--- src/rtl/joypad_ctrl_if.sv ---
// CPU bus bundle shared between the CPU model and memory-mapped peripherals.
// The CPU side drives address, write data and strobes; the peripheral side
// answers with read data.
interface Bus_if;
    logic [15:0] addr;
    logic [7:0]  wdata;
    logic        write_en;
    logic        read_en;
    logic [7:0]  rdata;

    modport Cpu_side (
        output addr,
        output wdata,
        output write_en,
        output read_en,
        input  rdata
    );

    modport Peripheral_side (
        input  addr,
        input  wdata,
        input  write_en,
        input  read_en,
        output rdata
    );
endinterface

--- src/rtl/joypad_ctrl.sv ---
// Joypad controller: synchronizes and debounces eight button pads, exposes
// them through the P1 register at FF00 (two select lines picking the
// direction and/or action group) and raises a one-cycle interrupt whenever
// any visible nibble bit falls from 1 to 0.
module joypad_ctrl #(
    parameter int DEBOUNCE_CYCLES = 16
) (
    input  logic                 clk,
    input  logic                 reset,
    input  logic [7:0]           buttons_raw,
    Bus_if.Peripheral_side       bus,
    output logic                 irq_joypad,
    output logic [7:0]           buttons_stable
);

    localparam int              CW       = $clog2(DEBOUNCE_CYCLES + 1);
    localparam logic [CW-1:0]   CNT_MAX  = CW'(DEBOUNCE_CYCLES);
    localparam logic [15:0]     P1_ADDR  = 16'hFF00;

    logic [7:0]    sync_meta;
    logic [7:0]    sync_out;
    logic [CW-1:0] cnt [8];
    logic [1:0]    sel;
    logic [3:0]    nib;
    logic [3:0]    prev_nib;
    logic          p1_write;
    logic          p1_read;
    logic          unused_wdata_bits;

    // Only bits 5:4 of a P1 write carry meaning; the rest are dropped.
    assign unused_wdata_bits = ^{bus.wdata[7:6], bus.wdata[3:0]};

    assign p1_write = bus.write_en && (bus.addr == P1_ADDR);
    assign p1_read  = bus.read_en  && (bus.addr == P1_ADDR);

    // Two-flop synchronizer per pad bit; nothing downstream sees raw levels.
    always_ff @(posedge clk or negedge reset) begin
        if (!reset) begin
            sync_meta <= '0;
            sync_out  <= '0;
        end else begin
            sync_meta <= buttons_raw;
            sync_out  <= sync_meta;
        end
    end

    // Per-bit debounce: count consecutive mismatch cycles, commit the new
    // level once the count has reached DEBOUNCE_CYCLES and is still mismatched.
    always_ff @(posedge clk or negedge reset) begin
        if (!reset) begin
            buttons_stable <= '0;
            for (int i = 0; i < 8; i++) begin
                cnt[i] <= '0;
            end
        end else begin
            for (int i = 0; i < 8; i++) begin
                if (sync_out[i] == buttons_stable[i]) begin
                    cnt[i] <= '0;
                end else if (cnt[i] == CNT_MAX) begin
                    buttons_stable[i] <= sync_out[i];
                    cnt[i]            <= '0;
                end else begin
                    cnt[i] <= cnt[i] + CW'(1);
                end
            end
        end
    end

    // Select register; a write lands on the edge so a same-cycle read still
    // returns the old value.
    always_ff @(posedge clk or negedge reset) begin
        if (!reset) begin
            sel <= 2'b11;
        end else if (p1_write) begin
            sel <= bus.wdata[5:4];
        end
    end

    // Active-low nibble: a selected group with a pressed button pulls its bit low.
    always_comb begin
        nib = ~(((sel[0] == 1'b0) ? buttons_stable[3:0] : 4'h0) |
                ((sel[1] == 1'b0) ? buttons_stable[7:4] : 4'h0));
    end

    // Combinational read mux; unmapped or idle accesses float high.
    always_comb begin
        bus.rdata = 8'hFF;
        if (p1_read) begin
            bus.rdata = {2'b11, sel, nib};
        end
    end

    // Falling-edge detector on the visible nibble; several bits falling at
    // once collapse into a single pulse.
    always_ff @(posedge clk or negedge reset) begin
        if (!reset) begin
            prev_nib   <= 4'hF;
            irq_joypad <= 1'b0;
        end else begin
            prev_nib   <= nib;
            irq_joypad <= |(prev_nib & ~nib);
        end
    end

endmodule

--- src/flat_wrapper.sv ---
// flat-port wrapper written by rule: the top's interface ports become plain ports
module joypad_ctrl_flat 
#(
    parameter int DEBOUNCE_CYCLES = 16
)
  (clk, reset, buttons_raw, irq_joypad, buttons_stable, bus_addr, bus_wdata, bus_write_en, bus_read_en, bus_rdata);
  Bus_if bus_i ();
  input  logic clk;
  input  logic reset;
  input  logic [7:0] buttons_raw;
  output logic irq_joypad;
  output logic [7:0] buttons_stable;
  input wire logic [$bits(bus_i.addr)-1:0] bus_addr;
  input wire logic [$bits(bus_i.wdata)-1:0] bus_wdata;
  input wire logic [$bits(bus_i.write_en)-1:0] bus_write_en;
  input wire logic [$bits(bus_i.read_en)-1:0] bus_read_en;
  output wire logic [$bits(bus_i.rdata)-1:0] bus_rdata;
  assign bus_i.addr = bus_addr;
  assign bus_i.wdata = bus_wdata;
  assign bus_i.write_en = bus_write_en;
  assign bus_i.read_en = bus_read_en;
  assign bus_rdata = bus_i.rdata;
  joypad_ctrl #(.DEBOUNCE_CYCLES(DEBOUNCE_CYCLES)) u_core (.clk(clk), .reset(reset), .buttons_raw(buttons_raw), .bus(bus_i), .irq_joypad(irq_joypad), .buttons_stable(buttons_stable));
endmodule
--- config.mk ---
export PLATFORM = sky130hd
export DESIGN_NAME = joypad_ctrl_flat
export DESIGN_NICKNAME = d
export VERILOG_FILES = /design/src/rtl/joypad_ctrl_if.sv /design/src/rtl/joypad_ctrl.sv /design/src/flat_wrapper.sv
export SDC_FILE = /design/constraint.sdc
export NUM_CORES = 1
export LEC_CHECK = 0
export ABC_CLOCK_PERIOD_IN_PS = 1450
export BUFFER_PORTS_ARGS = -buffer_cell sky130_fd_sc_hd__buf_2
export CAP_MARGIN = 20
export CELL_PAD_IN_SITES_DETAIL_PLACEMENT = 0
export CELL_PAD_IN_SITES_GLOBAL_PLACEMENT = 1
export CORE_ASPECT_RATIO = 1.1
export CORE_MARGIN = 2
export CORE_UTILIZATION = 46
export CTS_BUF_LIST = sky130_fd_sc_hd__clkbuf_8
export DETAILED_ROUTE_END_ITERATION = 8
export PLACE_DENSITY_LB_ADDON = 0.1
export SYNTH_ARGS = -nofsm -noshare
export SYNTH_HDL_FRONTEND = slang
export SYNTH_SLANG_ARGS = --single-unit
--- constraint.sdc ---
create_clock -name clk -period 1.45 [get_ports clk]
set_input_delay 0.145 -clock clk [delete_from_list [all_inputs] [get_ports clk]]
set_output_delay 0.145 -clock clk [all_outputs]
set_load 0.02 [all_outputs]
---- Word-level counts from Yosys, hierarchy flattened ----
Index checks and enable logic that the tools add are counted.
word-level totals
  bits in registers ....................... 71
  word-level logic and storage cells ...... 88
  output and inout bits ................... 17
  bits of input ports ..................... 36
cells by class
  mux-type cells .......................... 19
  equality and inequality tests ........... 17
  bitwise gates (word level) .............. 12
  add/subtract/negate cells ............... 8
  reduce and logical (&&, ||, !) cells .... 11
operators with widths
  operator              count
  $mux 5                16
  $add 5x1->5 const B   8
  $eq 5x5->1 const B    8
  $eq 16x16->1 const B  1
  $reduce_and 2->1      8
  $eq 1x1->1            8
  $mux 4                2
  $not 1->1             8
  $not 4->4             2
  $mux 6                1
  $and 4x4->4           1
  $or 4x4->4            1
  $reduce_or 4->1       1
  $logic_and 1x1->1     2

---- Logic depth before layout (Yosys ltp) ----
  word-level depth ........................ 6
  depth in mapped cells ................... 5
  mapped depth without buffers ............ 5

---- Worst setup path after synthesis ----
Ideal clock, no wire load.
  path type ............................... input-to-output
  start ................................... input bus_addr[2]
  end ..................................... output bus_rdata[4]
  arrival time ............................ 1.357 ns
  required time ........................... 1.305 ns
  stages .................................. 4
  buffers on the path ..................... 0
  path slack .............................. -0.052 ns
  path through ............................ or4b_1 -> nor4_1 -> and2_0 -> nand2b_1
between the ends
  word-level cells in the longest chain between the ends .. 3
RTL lines
  element            line                source
  from (decl)        flat_wrapper.sv:13  input wire logic [$bits(bus_i.addr)-1:0] bus_addr;
  $eq 16x16->1       joypad_ctrl.sv:34   assign p1_read = bus.read_en && (bus.addr == P1_ADDR);
  $logic_and 1x1->1  joypad_ctrl.sv:34
  $mux 6             joypad_ctrl.sv:88   if (p1_read) begin
  to (decl)          flat_wrapper.sv:17  output wire logic [$bits(bus_i.rdata)-1:0] bus_rdata;
Every way passes these cells.

---- Worst setup path after layout ----
  start ................................... input bus_addr[1]
  end ..................................... output bus_rdata[2]
The elaborated chain is that of the path after synthesis.

==> impl_summary.log <==
INFO  metric ant_nets = 0
INFO  metric number_of_diodes_added_for_antenna_fixing = 0
INFO  metric crit_path_category = input port to primary output
INFO  metric clock_period_minus_final_worst_setup_slack = roughly 1.7 ns
INFO  metric worstPathMaxFanout = 4
INFO  metric routed_via_density = around 4.8
INFO  metric ys_seq_elements = 71
INFO  metric max_freq = between 500 and 600 MHz
INFO  metric grt.overflow.total = 0
INFO  metric critPathArrivalTime = between 1.5 and 2 ns
INFO  metric areaGrowthSynthToFinish = 26.6%
INFO  metric grt_start_max_net_pins = 72
INFO  metric effective_utilization_at_floorplan = 48.3%
INFO  metric max-vdd-ir-drop = between 0.5 and 0.6 mV
INFO  metric clkSinkCount = between 70 and 80
INFO  metric groute.usage.overall = 16.5%
INFO  metric yosysWarnings = 0
INFO  metric synth_area = between 3000 and 4000 um^2
INFO  metric outcome = finished with violations
INFO  metric failing_checks = negative setup slack
INFO  metric final.setup_skew = between 0.004 and 0.005 ns
INFO  metric finish.net_count = around 380
INFO  metric power.static_leakage = ~1.9 nW
INFO  metric die-area = 7210 um^2
INFO  metric timing_max_transition_violations_final = 0
INFO  metric hold-path-cell-count = 2
INFO  metric synth_enable_flop_cells = 0
INFO  metric prevailing_post_synth_register_cell = dfrtp_1
INFO  metric drt_pre_antenna_iters = 4
INFO  metric antenna_found_initial = 0
INFO  metric cts_root_buf = clkbuf_8
INFO  metric global_route_wire_length_before_repair = 8.88 mm
INFO  metric cts.reportedPaths.clkPinSlew = approximately 0.07 ns
INFO  metric floorplan.die.width = roughly 80 um
INFO  metric layout.filler_cells = between 500 and 600
INFO  metric placement_rows = 30
INFO  metric hold_path_class = input port to flip-flop
INFO  metric boundary_pin_count = 53
INFO  metric worstSetupEndpointType = primary output
INFO  metric final_util = 61.1%
INFO  metric cts-buffers-inserted = 9
INFO  metric place_congestion = 0.736
INFO  metric drt-total-wl = between 5 and 6 mm
INFO  metric critical_path.startpoint_type = input port
INFO  metric postSynth.asyncResetShare = 100%
INFO  metric drt_iter0_markers = slightly above 90
INFO  metric clkLatencyLatePin = 0.33 ns
INFO  metric cts_tree = built
INFO  metric route.vias.total = a little under 2000
INFO  metric rsz0062_at_grt = yes
INFO  metric average_cell_area_after_synthesis = 11.8 um^2
INFO  metric r2r_cells = 5
INFO  metric final_cells = 409
INFO  metric numPlacedInstances = about 380
INFO  metric port_buffers = 44
INFO  metric data_required_time_at_the_worst_endpoint = about 1.3 ns
INFO  metric setup_viol = 6
INFO  metric wl_per_cell = ~12 um
INFO  metric vias_in_the_first_global_route = 2069
INFO  metric powerDensity = approximately 1100 nW/um^2
INFO  metric final_layout_size_suffix_gt1_share = around 28%
INFO  metric htree_levels = 3
INFO  metric cap_viol_max_count = 0
INFO  metric portion_of_the_clock_cycle_consumed_by_the_worst_path_in_the_final_layout = 118%
INFO  metric synth-seq-area-share = approximately three fifths
INFO  metric postSynthCellCount = 255
INFO  metric core = between 6000 and 7000 um^2
INFO  metric setup-tns-final = -1.49 ns
INFO  metric timing.hold.ws = approximately 0.022 ns
INFO  metric minimum_setup_slack_in_the_final_design = -0.265 ns
INFO  metric drcViolationCount = 0
INFO  metric hold_viol = 0
INFO  metric cts-root-to-sink-buffers = 2
INFO  metric fp.dieH = 88.8 um
INFO  metric fin_total_pwr = 4.15 mW
INFO  metric place_hpwl = 3.49 mm
INFO  metric yosysUniqueCellTypes = 27
-- cell families (layout without fill, tap and decap cells) --
group | after synthesis | count (layout) | synth area share (%)
other | 1 | 2 | 0.125
muxes | 10 | 10 | 3.74
DFF | 71 | 71 | 59.3
adders and majority gates | 16 | 16 | 6.65
and+or+nand+nor | 87 | 87 | 15.1
xor gates and xnor gates | 32 | 32 | 9.31
AOI/OAI and AO/OA | 8 | 8 | 1.83
buffers and inverters | 30 | 103 | 3.99
-- worst max-delay path, cell delays in order --
cell and delay (ns):
buf_6 0.09, or4_4 0.55, nor4_4 0.27, and2_4 0.18, buf_6 0.13, nand2_2 0.06
buf_6 0.14
-- routing by layer --
layer	vias to the layer above	global-route usage [%]	share of wire [%]
li1	961	-	-
met1	959	20.0	45
met2	35	27.3	50
met3	6	5.20	4.6
met4	0	6.47	1.0
met5	-	0	0
-- final timing paths --
kind,startpoint,end,slack (ns)
worst max-delay path,bus_addr[1],bus_rdata[2],-0.26
max in group asynchronous,reset,u_core.sel[1]$_DFFE_PN1P_,0.75
min in group asynchronous,reset,u_core.cnt[35]$_DFF_PN0_,0.36
worst min register to register,u_core.sync_meta[0]$_DFF_PN0_,u_core.sync_out[0]$_DFF_PN0_,0.35
worst max register to register,u_core.cnt[5]$_DFF_PN0_,u_core.buttons_stable[6]$_DFFE_PN0P_,0.12
worst min-delay path,bus_wdata[4],u_core.sel[0]$_DFFE_PN1P_,0.02
-- stage by stage --
stage / setup WS, ns / area, um^2
CTS: -0.261 / 3770
detailed placement: -0.290 / 3360
finish: -0.265 / 3810
global route: -0.326 / 3810
floorplan: 0.00380 / 3010
global placement: -0.284 / 3360
-- report_power, final --
group          internal, mW  total [mW]  switching, mW
Combinational         0.132       0.263          0.130
Sequential             2.06        2.12         0.0621
Clock                  1.06        1.77          0.710
-- registers in the layout, indices dropped and copies added, names as in the netlist --
name                   cells
u_core.buttons_stable      8
u_core.cnt                40
u_core.sync_meta           8
u_core.sync_out            8
u_core.sel                 2
u_core.irq_joypad          1
u_core.prev_nib            4
-- Yosys cell counts (all sizes together), types with 6 or more instances --
cell / count / share of area (%)
xnor2: 10 / 2.9
ha: 16 / 6.7
nor2: 30 / 3.7
dfstp: 6 / 5.2
nand2: 14 / 1.7
nand4bb: 6 / 2.2
mux2: 10 / 3.7
xor2: 22 / 6.4
and2: 10 / 2.1
inv: 28 / 3.5
nand3: 16 / 2.7
dfrtp: 65 / 54
-- layout by cell type (no fill, tap or decap), types with 4 or more instances in the layout --
master / count
and2_1: 9
buf_2: 35
buf_4: 4
buf_6: 10
clkbuf_8: 11
dfrtp_1: 65
dfstp_2: 6
dlygate4sd3_1: 9
ha_1: 16
inv_1: 28
mux2_2: 8
nand2_1: 10
nand2_2: 4
nand3_1: 16
nand4bb_1: 6
nor2_1: 30
o22ai_1: 4
xnor2_1: 10
xor2_1: 22
-- repair_timing --
action,CTS,global route
resized for setup,19,8
endpoints found under the setup margin,6,8
setup buffers,2,0
cloned,0,0
pin swaps,4,3
hold buffers,9,0
endpoints found under the hold margin,73,0
-- cell type report --
type                    instances  area [um^2]  share of cell area, %
clock buffers                  11          151                   3.98
clock inverters                 5         80.1                   2.10
inverters                      28          105                   2.76
multi-input cells             155         1160                   30.5
flip-flops and latches         71         1780                   46.8
well taps                      80          100                   2.63
repair buffers                 59          428                   11.2
Power figures use the tool's default switching activity.
